==> src/rtl/dma_timing_control.sv <==
// 8237A-style DMA timing and priority controller: four-channel arbitration,
// HRQ/HLDA handshake and SI/S0/S1/S2/S3/SW/S4 transfer sequencing (Moore outputs).
module dma_timing_control #(
    parameter int NUM_CH = 4
) (
    input  logic                  CLK,
    input  logic                  RESET_N,
    input  logic [NUM_CH-1:0]     DREQ,
    input  logic                  HLDA,
    input  logic                  READY,
    input  logic                  EOP_N,
    input  logic                  TC,
    input  logic                  UPPER_CHG,
    input  logic                  ROTATE,
    input  logic [2*NUM_CH-1:0]   XFER_TYPE,
    input  logic [NUM_CH-1:0]     BLOCK_MODE,
    output logic                  HRQ,
    output logic                  AEN,
    output logic                  ADSTB,
    output logic [NUM_CH-1:0]     DACK,
    output logic [1:0]            CH_SEL,
    output logic                  MEMR_N,
    output logic                  MEMW_N,
    output logic                  IOR_N,
    output logic                  IOW_N,
    output logic                  ADDR_UPD,
    output logic                  EOP_OUT_N
);

    typedef enum logic [2:0] {
        SI = 3'd0,
        S0 = 3'd1,
        S1 = 3'd2,
        S2 = 3'd3,
        S3 = 3'd4,
        SW = 3'd5,
        S4 = 3'd6
    } state_t;

    state_t      state;
    state_t      state_n;
    logic [1:0]  ch_sel;
    logic [1:0]  xtype;
    logic        blk;
    logic [1:0]  last_ch;
    logic        eop_seen;
    logic        end_r;

    logic        any_req;
    logic        found;
    logic [1:0]  win;
    logic [1:0]  idx;
    logic        end_now;

    assign any_req = |DREQ;

    // Rotating search starts one past the last serviced channel; reset leaves
    // last_ch at 3 so channel 0 is searched first.
    always_comb begin
        found = 1'b0;
        win   = 2'd0;
        idx   = 2'd0;
        if (ROTATE) begin
            for (int unsigned i = 1; i <= 4; i++) begin
                idx = last_ch + 2'(i);
                if (!found && DREQ[idx]) begin
                    found = 1'b1;
                    win   = idx;
                end
            end
        end else begin
            for (int unsigned i = 0; i < 4; i++) begin
                idx = 2'(i);
                if (!found && DREQ[idx]) begin
                    found = 1'b1;
                    win   = idx;
                end
            end
        end
    end

    assign end_now = end_r | ~EOP_N;

    always_comb begin
        state_n = state;
        case (state)
            SI: if (any_req) state_n = S0;
            S0: if (HLDA) state_n = S1;
            S1: state_n = HLDA ? S2 : SI;
            S2: state_n = HLDA ? S3 : SI;
            S3, SW: begin
                if (!HLDA)
                    state_n = SI;
                else if (READY)
                    state_n = S4;
                else
                    state_n = SW;
            end
            S4: begin
                if (end_now || !blk || !HLDA)
                    state_n = SI;
                else if (UPPER_CHG)
                    state_n = S1;
                else
                    state_n = S2;
            end
            default: state_n = SI;
        endcase
    end

    always_ff @(posedge CLK or negedge RESET_N) begin
        if (!RESET_N) begin
            state    <= SI;
            ch_sel   <= 2'd0;
            xtype    <= 2'b00;
            blk      <= 1'b0;
            last_ch  <= 2'd3;
            eop_seen <= 1'b0;
            end_r    <= 1'b0;
        end else begin
            state <= state_n;
            if (state == SI && any_req) begin
                ch_sel <= win;
                xtype  <= XFER_TYPE[{win, 1'b0} +: 2];
                blk    <= BLOCK_MODE[win];
            end
            // Only a completed transfer moves the rotation pointer; aborts leave it.
            if (state == S4 && state_n == SI)
                last_ch <= ch_sel;
            if (state == S2 || state == S3 || state == SW)
                eop_seen <= eop_seen | ~EOP_N;
            else
                eop_seen <= 1'b0;
            // Termination is decided on entry to S4 so EOP_OUT_N stays a pure state decode.
            if (state_n == S4)
                end_r <= TC | ~EOP_N | eop_seen;
            else
                end_r <= 1'b0;
        end
    end

    always_comb begin
        HRQ       = (state != SI);
        AEN       = 1'b0;
        ADSTB     = 1'b0;
        DACK      = '0;
        CH_SEL    = ch_sel;
        MEMR_N    = 1'b1;
        MEMW_N    = 1'b1;
        IOR_N     = 1'b1;
        IOW_N     = 1'b1;
        ADDR_UPD  = 1'b0;
        EOP_OUT_N = 1'b1;
        case (state)
            S1: begin
                AEN          = 1'b1;
                ADSTB        = 1'b1;
                DACK[ch_sel] = 1'b1;
            end
            S2: begin
                AEN          = 1'b1;
                DACK[ch_sel] = 1'b1;
                MEMR_N       = ~(xtype == 2'b10);
                IOR_N        = ~(xtype == 2'b01);
            end
            S3, SW: begin
                AEN          = 1'b1;
                DACK[ch_sel] = 1'b1;
                MEMR_N       = ~(xtype == 2'b10);
                IOR_N        = ~(xtype == 2'b01);
                IOW_N        = ~(xtype == 2'b10);
                MEMW_N       = ~(xtype == 2'b01);
            end
            S4: begin
                AEN          = 1'b1;
                DACK[ch_sel] = 1'b1;
                ADDR_UPD     = 1'b1;
                EOP_OUT_N    = ~end_r;
            end
            default: ;
        endcase
    end

endmodule

==> config.mk <==
export PLATFORM = sky130hd
export DESIGN_NAME = dma_timing_control
export DESIGN_NICKNAME = d
export VERILOG_FILES = /design/src/rtl/dma_timing_control.sv
export SDC_FILE = /design/constraint.sdc
export NUM_CORES = 1
export LEC_CHECK = 0
export BUFFER_PORTS_ARGS = -buffer_cell sky130_fd_sc_hd__buf_4
export CAP_MARGIN = 20
export CORE_MARGIN = 5
export CORE_UTILIZATION = 46
export DETAILED_ROUTE_END_ITERATION = 8
export PLACE_DENSITY = 0.78
export SYNTH_ARGS = -nofsm -noshare
export SYNTH_HDL_FRONTEND = slang
export SYNTH_SLANG_ARGS = --single-unit
==> constraint.sdc <==
create_clock -name CLK -period 2.75 [get_ports CLK]
set_input_delay 0.6875 -clock CLK [delete_from_list [all_inputs] [get_ports CLK]]
set_output_delay 0.6875 -clock CLK [all_outputs]
set_load 0.1 [all_outputs]
# == Yosys cells after proc, flatten, opt, wreduce, memory -nomap -nowiden ==
# Index checks and enable logic that the tools add are counted.
# word_totals
ff_bits,12
word_cells,115
# op_classes
eq_ne,9
muxes,52
n_lt_le_gt_ge,7
n_addsub,3
n_reduce_logical,28
n_shift,1
n_bitwise,8
# op_table
cell,count
$mux 1,30
$mux 2,10
$lt 2x3->1 const B,6
$pmux 3 s6,1
$eq 3x3->1 const B,4
$mux 3,4
$bmux 1 s2,5
$logic_and 1x1->1,9
$logic_not 1->1,8
$shiftx 8x4->2,1
$eq 3x2->1 const B,2
$logic_not 3->1,2
$reduce_or 5->1,1
$add 2x2->2 const B,2
$logic_or 1x1->1,4
$mux 4,1
$not 1->1,4
$or 1x1->1,4
$reduce_or 4->1,1
$eq 3x1->1 const B,1
$reduce_bool 3->1,1
$reduce_or 3->1,1
$add 2x1->2 const B,1
$demux 1 s2,1
4 further kinds,4

# == Depth between registers and ports, before layout ==
# Gate-level depths: netlist of run 1.
# logic_depth
word_depth,19
ltp_mapped,7
mapped_depth_nobuf,6

# == Least setup slack after synthesis of run 1 ==
# OpenSTA, ideal clock, no wires.
# synth_timing
kind,register to output
startpoint,register ch_sel[1] (netlist: CH_SEL[1])
endpoint,output DACK[2]
required_ns,2.062
slack_ns,-1.211
path_buffers,0
arrival_ns,3.273
stages_incl_launch_ff,2
path_cell_list,dfrtp_1 nor3b_1
# synth_between
elab_chain_len,5
# synth_lines
element,line_no,text
from (decl),42,logic [1:0] ch_sel;
from (signal assigned),123,ch_sel <= win;
$lt 2x3->1 (not written as such) or $ge 2x1->1 (tied branches),--,
$logic_and 1x1->1 (not written as such),--,
$mux 1 (not written as such),--,
$demux 1 s2 (*),--,
$mux 4 (*),--,
to (decl),20,"output logic [NUM_CH-1:0] DACK,"
# Mark *: on every way between the ends. The rest lies on a longest branch, timed or not.

# == Worst setup path in the final report of run 1 ==
# layout_timing
startpoint,register state[1]
endpoint,output DACK[3]
# layout_between
elab_chain_len,3
# layout_lines
element,line_no,text
from (decl),40,state_t state;
from (signal assigned),121,state <= state_n;
$eq 3x3->1 or $eq 3x2->1 (tied branches),154,case (state)
$reduce_or 5->1 (no line) (*),--,
$mux 4 (*),--,
# Marks and branches as above.

==> results of run 1 <==
-- registers in the layout (all words and copies together) (netlist names) --
signal    count
CH_SEL        2
xtype         2
end_r         1
blk           1
last_ch       2
eop_seen      1
state         3
-- cell type report --
class                   count  area (sq um)  area share, %
multi-input cells          71           542           44.7
inverters                   4          15.0           1.24
repair buffers             38           285           23.5
flip-flops and latches     12           303           25.0
well taps                  25          31.3           2.58
clock buffers               4          36.3           2.99
-- power by group --
| group | internal, mW | switching (mW) | total, mW |
|---|---|---|---|
| Sequential | 0.266 | 0.126 | 0.392 |
| Combinational | 0.307 | 0.745 | 1.05 |
| Clock | 0.0804 | 0.0588 | 0.139 |
-- logic make-up after synthesis --
kind of cell | count (synthesis) | synth area share [%]
and+or+nand+nor | 43 | 26.9
AOI/OAI and AO/OA | 17 | 13.5
xor gates and xnor gates | 1 | 1.01
buffers and inverters | 8 | 5.62
muxes | 10 | 18.0
DFF | 12 | 34.9
-- routing by layer --
metal / wire length (microns) / vias to the layer above
li1: - / 407
met1: 875 / 393
met3: 201 / 2
met4: 6 / 0
met5: 0 / -
met2: 1160 / 36
-- synthesized netlist by cell type (3+ instances only) --
cell type,count
nor2_1,8
nand3b_1,3
o21ai_0,3
dfrtp_1,10
nand2_1,10
inv_1,4
mux2_2,6
nor3b_1,3
a21oi_1,5
mux4_1,3
nor2b_1,4
-- final timing paths --
check	start	endpoint	slack, ns	cells after the start
max	state[1]	DACK[3]	0.35	4
min	RESET_N	state[0]	0.24	1
max reg2reg	last_ch[1]	blk	0.50	5
min reg2reg	blk	blk	0.55	1
max in group asynchronous	RESET_N	last_ch[0]	2.28	1
min in group CLK	blk	blk	0.55	1
-- cell usage in the layout, fill, tap and decap left out, types with 2 or more instances in the layout --
| master | count |
|---|---|
| o21ai_0 | 3 |
| dfrtp_1 | 10 |
| nor2_1 | 7 |
| a21oi_1 | 5 |
| clkbuf_4 | 3 |
| nand4_1 | 2 |
| nand3b_1 | 3 |
| nand2_1 | 9 |
| nand2b_1 | 2 |
| and2_1 | 2 |
| mux2_2 | 6 |
| a21oi_2 | 2 |
| nand3_1 | 2 |
| dfstp_2 | 2 |
| inv_1 | 3 |
| buf_4 | 38 |
| mux4_1 | 3 |
| and3b_1 | 2 |
| nor2b_1 | 4 |
| nor3b_2 | 2 |
-- metrics by stage --
step                      setup slack, ns  power, mW  setup TNS, ns
after floorplan                    -0.313       1.25         -0.412
after global placement              0.388       1.42              0
after detailed placement            0.319       1.45              0
after CTS                           0.322       1.59              0
after global routing                0.182       1.67              0
final                               0.347       1.58              0
==> results.toml, run 1 <==
[setup_path]
crit_slowest_cell = "dfrtp_1"
cp_data_arrival_time_ns = 1.72
crit_type = "flip-flop to primary output"
worst_path_dominant_cell_family = "flip-flops"
path_cells = "o21ai_0 > inv_2 > and3_1 > buf_4"
max_stage_delay_ns = 0.48
start_kind = "flip-flop"
worstPathMaxFanout = 11
endpoint_kind = "primary output"
crit_required_ns = 2.06
crit_buf_inv = 2

[synthesis]
synth_nets = 115
syn_avg_cell_area_sq_um = 9.54
ys_seq_area_share_pct = 34.9
synth_edf_count = 0
synthArstFlopShare_pct = 100
synth_area_leaders = "dfrtp_1 (29%), mux4_1 (9.1%), mux2_2 (7.8%)"
synth_top_area_share_pct = 28.8
synth_warnings = 0
synth_largest_area_cell = "dfrtp_1"
dominantRegCellSynth = "dfrtp_1"
synth_cells = 91
synth-seq-cells = 12
syn_area_sq_um = 868
synth_cell_type_count = 34

[grt]
busiest_layer = "met2"
grt_overflow = 0
antenna_found_initial = 0
grtUsageMet3_pct = 5.92
grt_pass1_wl_microns = 3790
met1_usage_pct = 21.4
met2_usage_pct = 33.3
grt_max_degree = 13
track_usage_pct = 18.3
grt_pass1_vias = 838

[cells_and_area]
diodes = 0
fin_util_pct = 68.7
synthToLayoutAreaGrowth_pct = 39.6
fin_area_sq_um = 1210
drive_above_1_share_pct = 45.7
nFillCells = 164
fin_cells = 154
nets = 154

[clock_network]
worstSkewPairLatency_ns = 0.27
path_clk_slew_ns = 0.08
cts_setup_buffers = 0
cts_buffer_depth = 2
cts_resized = 0
cts_tree = "built"
hold_buffers = 0
clock-root-buffer = "clkbuf_4"
clock_sinks = 12
numCtsBuffers = 3
h-tree-depth = 1

[die]
die_y_microns = 53.4
die-width_microns = 53.4
dieArea_sq_um = 2860
fp-row-count = 15
initial_core_util_pct = 49.2
pin_count = 39
core_sq_um = 1760

[flow_run]
cap_violations = 0

[sta]
worst_pin_slew_ns = 0.514
finClkSkew_ns = 0.00255
min_period_ns = 2.40
hold_viol = 0
setup_viol = 0
timing.fmax_mhz = 416
whs_ns = 0.241
drv_slew = 0
slew_headroom_pct = 65.4
rsz0062_at_grt = "false"
timing.final.crit_share_pct = 87.4

[power]
ir_worst_vdd_v = 0.000900
p_per_area_nw_per_um2 = 1310
p_leak_nw = 0.565

[min_path]
hp-class = "input pin to async pin"

[placement]
place_hpwl_microns = 1790
gp_congestion = 0.829
place_area_sq_um = 1180
place_inst = 150
port_buffers = 38

[routing]
drc_errors = 0
drt_first_pass_iters = 4
ant_nets = 0
vias = 838
postRouteWirelength_microns = 2240
via_per_inst = 5.44
wl_per_cell_microns = 14.6
drt_iter0_markers = 10

[outcome]
outcome = "completed"
No activity file was read; power rests on OpenSTA's default activity.
==> run 2, diff against run 1 <==
==> constraint.sdc (replaced) <==
create_clock -name CLK -period 2.75 [get_ports CLK]
set_input_delay 0.6875 -clock CLK [delete_from_list [all_inputs] [get_ports CLK]]
set_output_delay 0.6875 -clock CLK [all_outputs]
set_load 0.02 [all_outputs]
==> run 2 against run 1 <==
  * Flip-flop and latch count unchanged
  * First-iteration DRC count increased by 80%
  * Register-to-register slack better by 0.05 ns
  * Die area unchanged
  * Combinational power is 44% lower
  * Non-clock buffer count is the same
  * Routed wire length fell by 3.4%
  * Clock skew is 0.0033 ns higher
  * Worst setup slack improved by 0.16 ns
  * Clock power up 4%
  * Worst hold slack got worse by 0.0089 ns
==> results.toml, run 2 (same netlist as run 1, synthesis figures left out) <==
[setup_path]
timing.rr.end = "blk"
worst_path_dominant_cell_family = "flip-flops"
timing.reg2reg.setup_slack_ns = 0.55
reg2reg_depth = 5
crit_buf_inv = 2
start_kind = "flip-flop"
worstPathMaxFanout = 11
crit_required_ns = 2.06
endpoint_kind = "primary output"
crit_slowest_cell = "dfrtp_1"
cp_data_arrival_time_ns = 1.55
path_cells = "o21ai_0 > inv_1 > and3_1 > buf_4"
rr_startpoint = "last_ch[0]"
max_stage_delay_ns = 0.48
crit_type = "flip-flop to primary output"

[routing]
wl_per_cell_microns = 14.1
drt_iter0_markers = 18
vias = 814
drt_first_pass_iters = 4
top_layer = "met4"
wl_met3_microns = 134
wl_met2_microns = 1030
ant_nets = 0
wl_met1_microns = 983
via_per_inst = 5.29
postRouteWirelength_microns = 2170
drc_errors = 0

[clock_network]
cts_tree = "built"
cts_setup_buffers = 0
cts_buffer_depth = 2
hold_buffers = 0
clock-root-buffer = "clkbuf_4"
clock_sinks = 12
h-tree-depth = 1
numCtsBuffers = 3
cts_resized = 0
path_clk_slew_ns = 0.08
worstSkewPairLatency_ns = 0.28

[power]
clkPwrFrac_pct = 12.8
internal-power_uw = 643
p_switching_uw = 479
power.share.switching_pct = 42.7
p_leak_nw = 0.561
p_per_area_nw_per_um2 = 944
pwr-share-seq_pct = 34.3
combPwrFrac_pct = 52.8
ir_worst_vdd_v = 0.000508

[sta]
final.setup.worst_slack_ns = 0.508
timing.fmax_mhz = 446
setup_viol = 0
worst_pin_slew_ns = 0.370
slew_headroom_pct = 75.3
rsz0062_at_grt = "false"
min_period_ns = 2.24
drv_slew = 0
timing.final.crit_share_pct = 81.5
finalSetupTns_ns = 0
hold_viol = 0
finClkSkew_ns = 0.00584

[die]
pin_count = 39
fp-row-count = 15
die-width_microns = 53.4
dieArea_sq_um = 2860
core_sq_um = 1760
die_y_microns = 53.4
initial_core_util_pct = 49.2

[grt]
antenna_found_initial = 0
grt_overflow = 0
track_usage_pct = 18.0
grt_pass1_vias = 829
grt_pass1_wl_microns = 3710
grt_max_degree = 13

[cells_and_area]
regArea_sq_um = 303
regMostFlops = "state"
diodes = 0
final_common_cell = "buf_4"
multi_input_area_sq_um = 517
final_cell_mix = "buf_4 (38), dfrtp_1 (10), nand2_1 (10)"
synthToLayoutAreaGrowth_pct = 36.7
largest_register_ffs = 3
fin_area_sq_um = 1190
nFillCells = 149
nets = 154
drive_above_1_share_pct = 41.1
fin_util_pct = 67.3

[placement]
place_ws_ns = 0.347
gp_congestion = 0.800
place_area_sq_um = 1150
place_hpwl_microns = 1670
port_buffers = 38

[outcome]
outcome = "completed"

[min_path]
hp-class = "input pin to async pin"

[flow_run]
cap_violations = 0
==> run 2: final cells by class <==
cell class	instances	area share, %
flip-flops and latches	12	25.5
clock buffers	4	3.06
well taps	25	2.63
multi-input cells	71	43.5
inverters	4	1.26
repair buffers	38	24.0
==> run 2: layer usage <==
layer	vias up	track usage, %
met2	35	29.8
met4	0	6.81
met1	369	22.0
met3	6	4.79
li1	404	-
met5	-	0
==> run 2: power by group through the flow <==
| stage | registers [mW] | clock network, mW | logic (mW) |
|---|---|---|---|
| finish | 0.385 | 0.144 | 0.592 |
| global route | 0.407 | 0.152 | 0.650 |
| CTS | 0.383 | 0.148 | 0.597 |
| detailed placement | 0.384 | 0 | 0.595 |
| global placement | 0.378 | 0 | 0.578 |
| floorplan | 0.338 | 0 | 0.451 |
==> run 2: worst max-delay path by stage <==
stage                  start       end  slack [ns]  cells past startpoint
floorplan            DREQ[2]       blk        0.47                      6
global placement     DREQ[2]  xtype[0]        0.39                      6
detailed placement   DREQ[2]  xtype[1]        0.35                      6
CTS                 state[1]   DACK[3]        0.50                      4
global route        state[1]   DACK[3]        0.32                      4
finish              state[1]   DACK[3]        0.51                      4
==> run 2: metrics by stage <==
stage	std cells	power, mW	hold slack, ns
finish	154	1.12	0.232
global route	154	1.21	0.233
CTS	154	1.13	0.228
detailed placement	150	0.979	0.529
global placement	150	0.956	0.518
floorplan	91	0.789	0.392
==> run 3, diff against run 2 <==
==> constraint.sdc (replaced) <==
create_clock -name CLK -period 2.1 [get_ports CLK]
set_input_delay 0.525 -clock CLK [delete_from_list [all_inputs] [get_ports CLK]]
set_output_delay 0.525 -clock CLK [all_outputs]
set_load 0.02 [all_outputs]
==> run 3 against run 2 <==
  * Utilization up 2.3 points
  * Worst setup slack lost 0.46 ns
  * Final cell count increased by 3.9%
  * Final area increased by 3.5%
  * Die area stayed put
  * Combinational power grew 47%
  * Critical path depth grew 1
  * Via count rose by 2.1%
  * Sequential power grew 25%
  * First-iteration DRC count decreased by 22%
  * Critical path type is now flip-flop to flip-flop
  * Critical endpoint is now xtype[1]
  * Largest cell class unchanged
  * Highest routed layer unchanged
==> results.toml, run 3 (same netlist as run 1, synthesis figures left out) <==
[power]
p_switching_uw = 636
p_per_area_nw_per_um2 = 1220
power.total_mw = 1.50
power.share.switching_pct = 42.3
pwr-share-seq_pct = 32.1
clkPwrFrac_pct = 9.9
combPwrFrac_pct = 58.0
p_leak_nw = 0.574
internal-power_uw = 867
ir_worst_vdd_v = 0.000628

[placement]
place_ws_ns = -0.0500
place_inst = 155
gp_congestion = 0.810
place_hpwl_microns = 1680
place_area_sq_um = 1200
port_buffers = 38

[cells_and_area]
largest_register_ffs = 3
drive_above_1_share_pct = 48.1
fin_cells = 160
fin_util_pct = 69.6
synthToLayoutAreaGrowth_pct = 41.5
diodes = 0
fin_area_sq_um = 1230
final_cell_mix = "buf_4 (44), nand2_1 (10), dfrtp_1 (8), nor2_1 (8)"
final_common_cell = "buf_4"
regMostFlops = "state"
nets = 160

[routing]
via_per_inst = 5.19
drc_errors = 0
vias = 831
drt_iter0_markers = 14
wl_per_cell_microns = 13.8
ant_nets = 0
postRouteWirelength_microns = 2200
drt_first_pass_iters = 4

[sta]
finClkSkew_ns = 0.0118
worst_pin_slew_ns = 0.401
setup_viol = 0
drv_slew = 0
timing.fmax_mhz = 487
whs_ns = 0.0700
slew_headroom_pct = 73.3
final.setup.worst_slack_ns = 0.0464
min_period_ns = 2.05
timing.final.crit_share_pct = 97.8
rsz0062_at_grt = "true"
finalSetupTns_ns = 0
hold_viol = 0

[die]
die_y_microns = 53.4
core_sq_um = 1760
die-width_microns = 53.4
pin_count = 39
initial_core_util_pct = 49.2
dieArea_sq_um = 2860
fp-row-count = 15

[grt]
grt_overflow = 0
grt_pass1_vias = 857
track_usage_pct = 18.0
antenna_found_initial = 0
grt_max_degree = 13
grt_pass1_wl_microns = 3730

[clock_network]
hold_buffers = 0
worstSkewPairLatency_ns = 0.27
h-tree-depth = 1
numCtsBuffers = 3
cts_tree = "built"
clock_sinks = 12
cts_buffer_depth = 2
clock-root-buffer = "clkbuf_4"
path_clk_slew_ns = 0.08

[setup_path]
cp-startpoint = "last_ch[1]"
rr_startpoint = "last_ch[1]"
cp_data_arrival_time_ns = 2.20
crit_slowest_cell = "dfstp_2"
crit_buf_inv = 0
crit_required_ns = 2.25
path_cells = "mux2i_1 > a22o_2 > a21oi_4 > mux4_2 > mux2_2"
start_kind = "flip-flop"
worst_path_dominant_cell_family = "multiplexers"
max_stage_delay_ns = 0.58
worstPathMaxFanout = 5
crit_type = "flip-flop to flip-flop"
endpoint_kind = "flip-flop"

[outcome]
outcome = "completed"

[min_path]
hp-class = "input pin to async pin"

[flow_run]
cap_violations = 0
[run 3: layer usage]
metal	up-vias	wire (microns)	global-route usage (%)
li1	418	-	-
met1	384	974	22.6
met2	27	1080	29.6
met3	2	131	3.66
met4	0	9	7.23
met5	-	0	0
[run 3: final cells by class]
| class | instances | area (sq um) |
|---|---|---|
| fill | 161 | 536 |
| multi-input combinational | 71 | 520 |
| timing repair buffer | 44 | 330 |
| sequential | 12 | 305 |
| tap | 25 | 31.3 |
| clock buffer | 4 | 26.3 |
| inverter | 4 | 15.0 |
[run 3: final timing paths]
path                         endpoint  slack [ns]  depth (start not counted)
max in group asynchronous  last_ch[0]        1.79                          1
max reg2reg                  xtype[1]        0.05                          5
min                          state[0]        0.07                          1
max                          xtype[1]        0.05                          5
min reg2reg                  xtype[0]        0.54                          1
min in group CLK                end_r        0.50                          2
[run 3: what timing repair did]
action                                  4_1_cts  5_1_grt
endpoints found under the setup margin        1        7
pin swaps                                     1        2
buffers inserted                              0        1
resized for setup                             0        9
[run 3: power groups by stage]
| stage | clock, mW | sequential (mW) | combinational, mW |
|---|---|---|---|
| after floorplan | 0 | 0.443 | 0.598 |
| after global placement | 0 | 0.473 | 0.828 |
| after detailed placement | 0 | 0.478 | 0.843 |
| after CTS | 0.154 | 0.474 | 0.844 |
| after global routing | 0.167 | 0.513 | 0.953 |
| final | 0.148 | 0.483 | 0.871 |
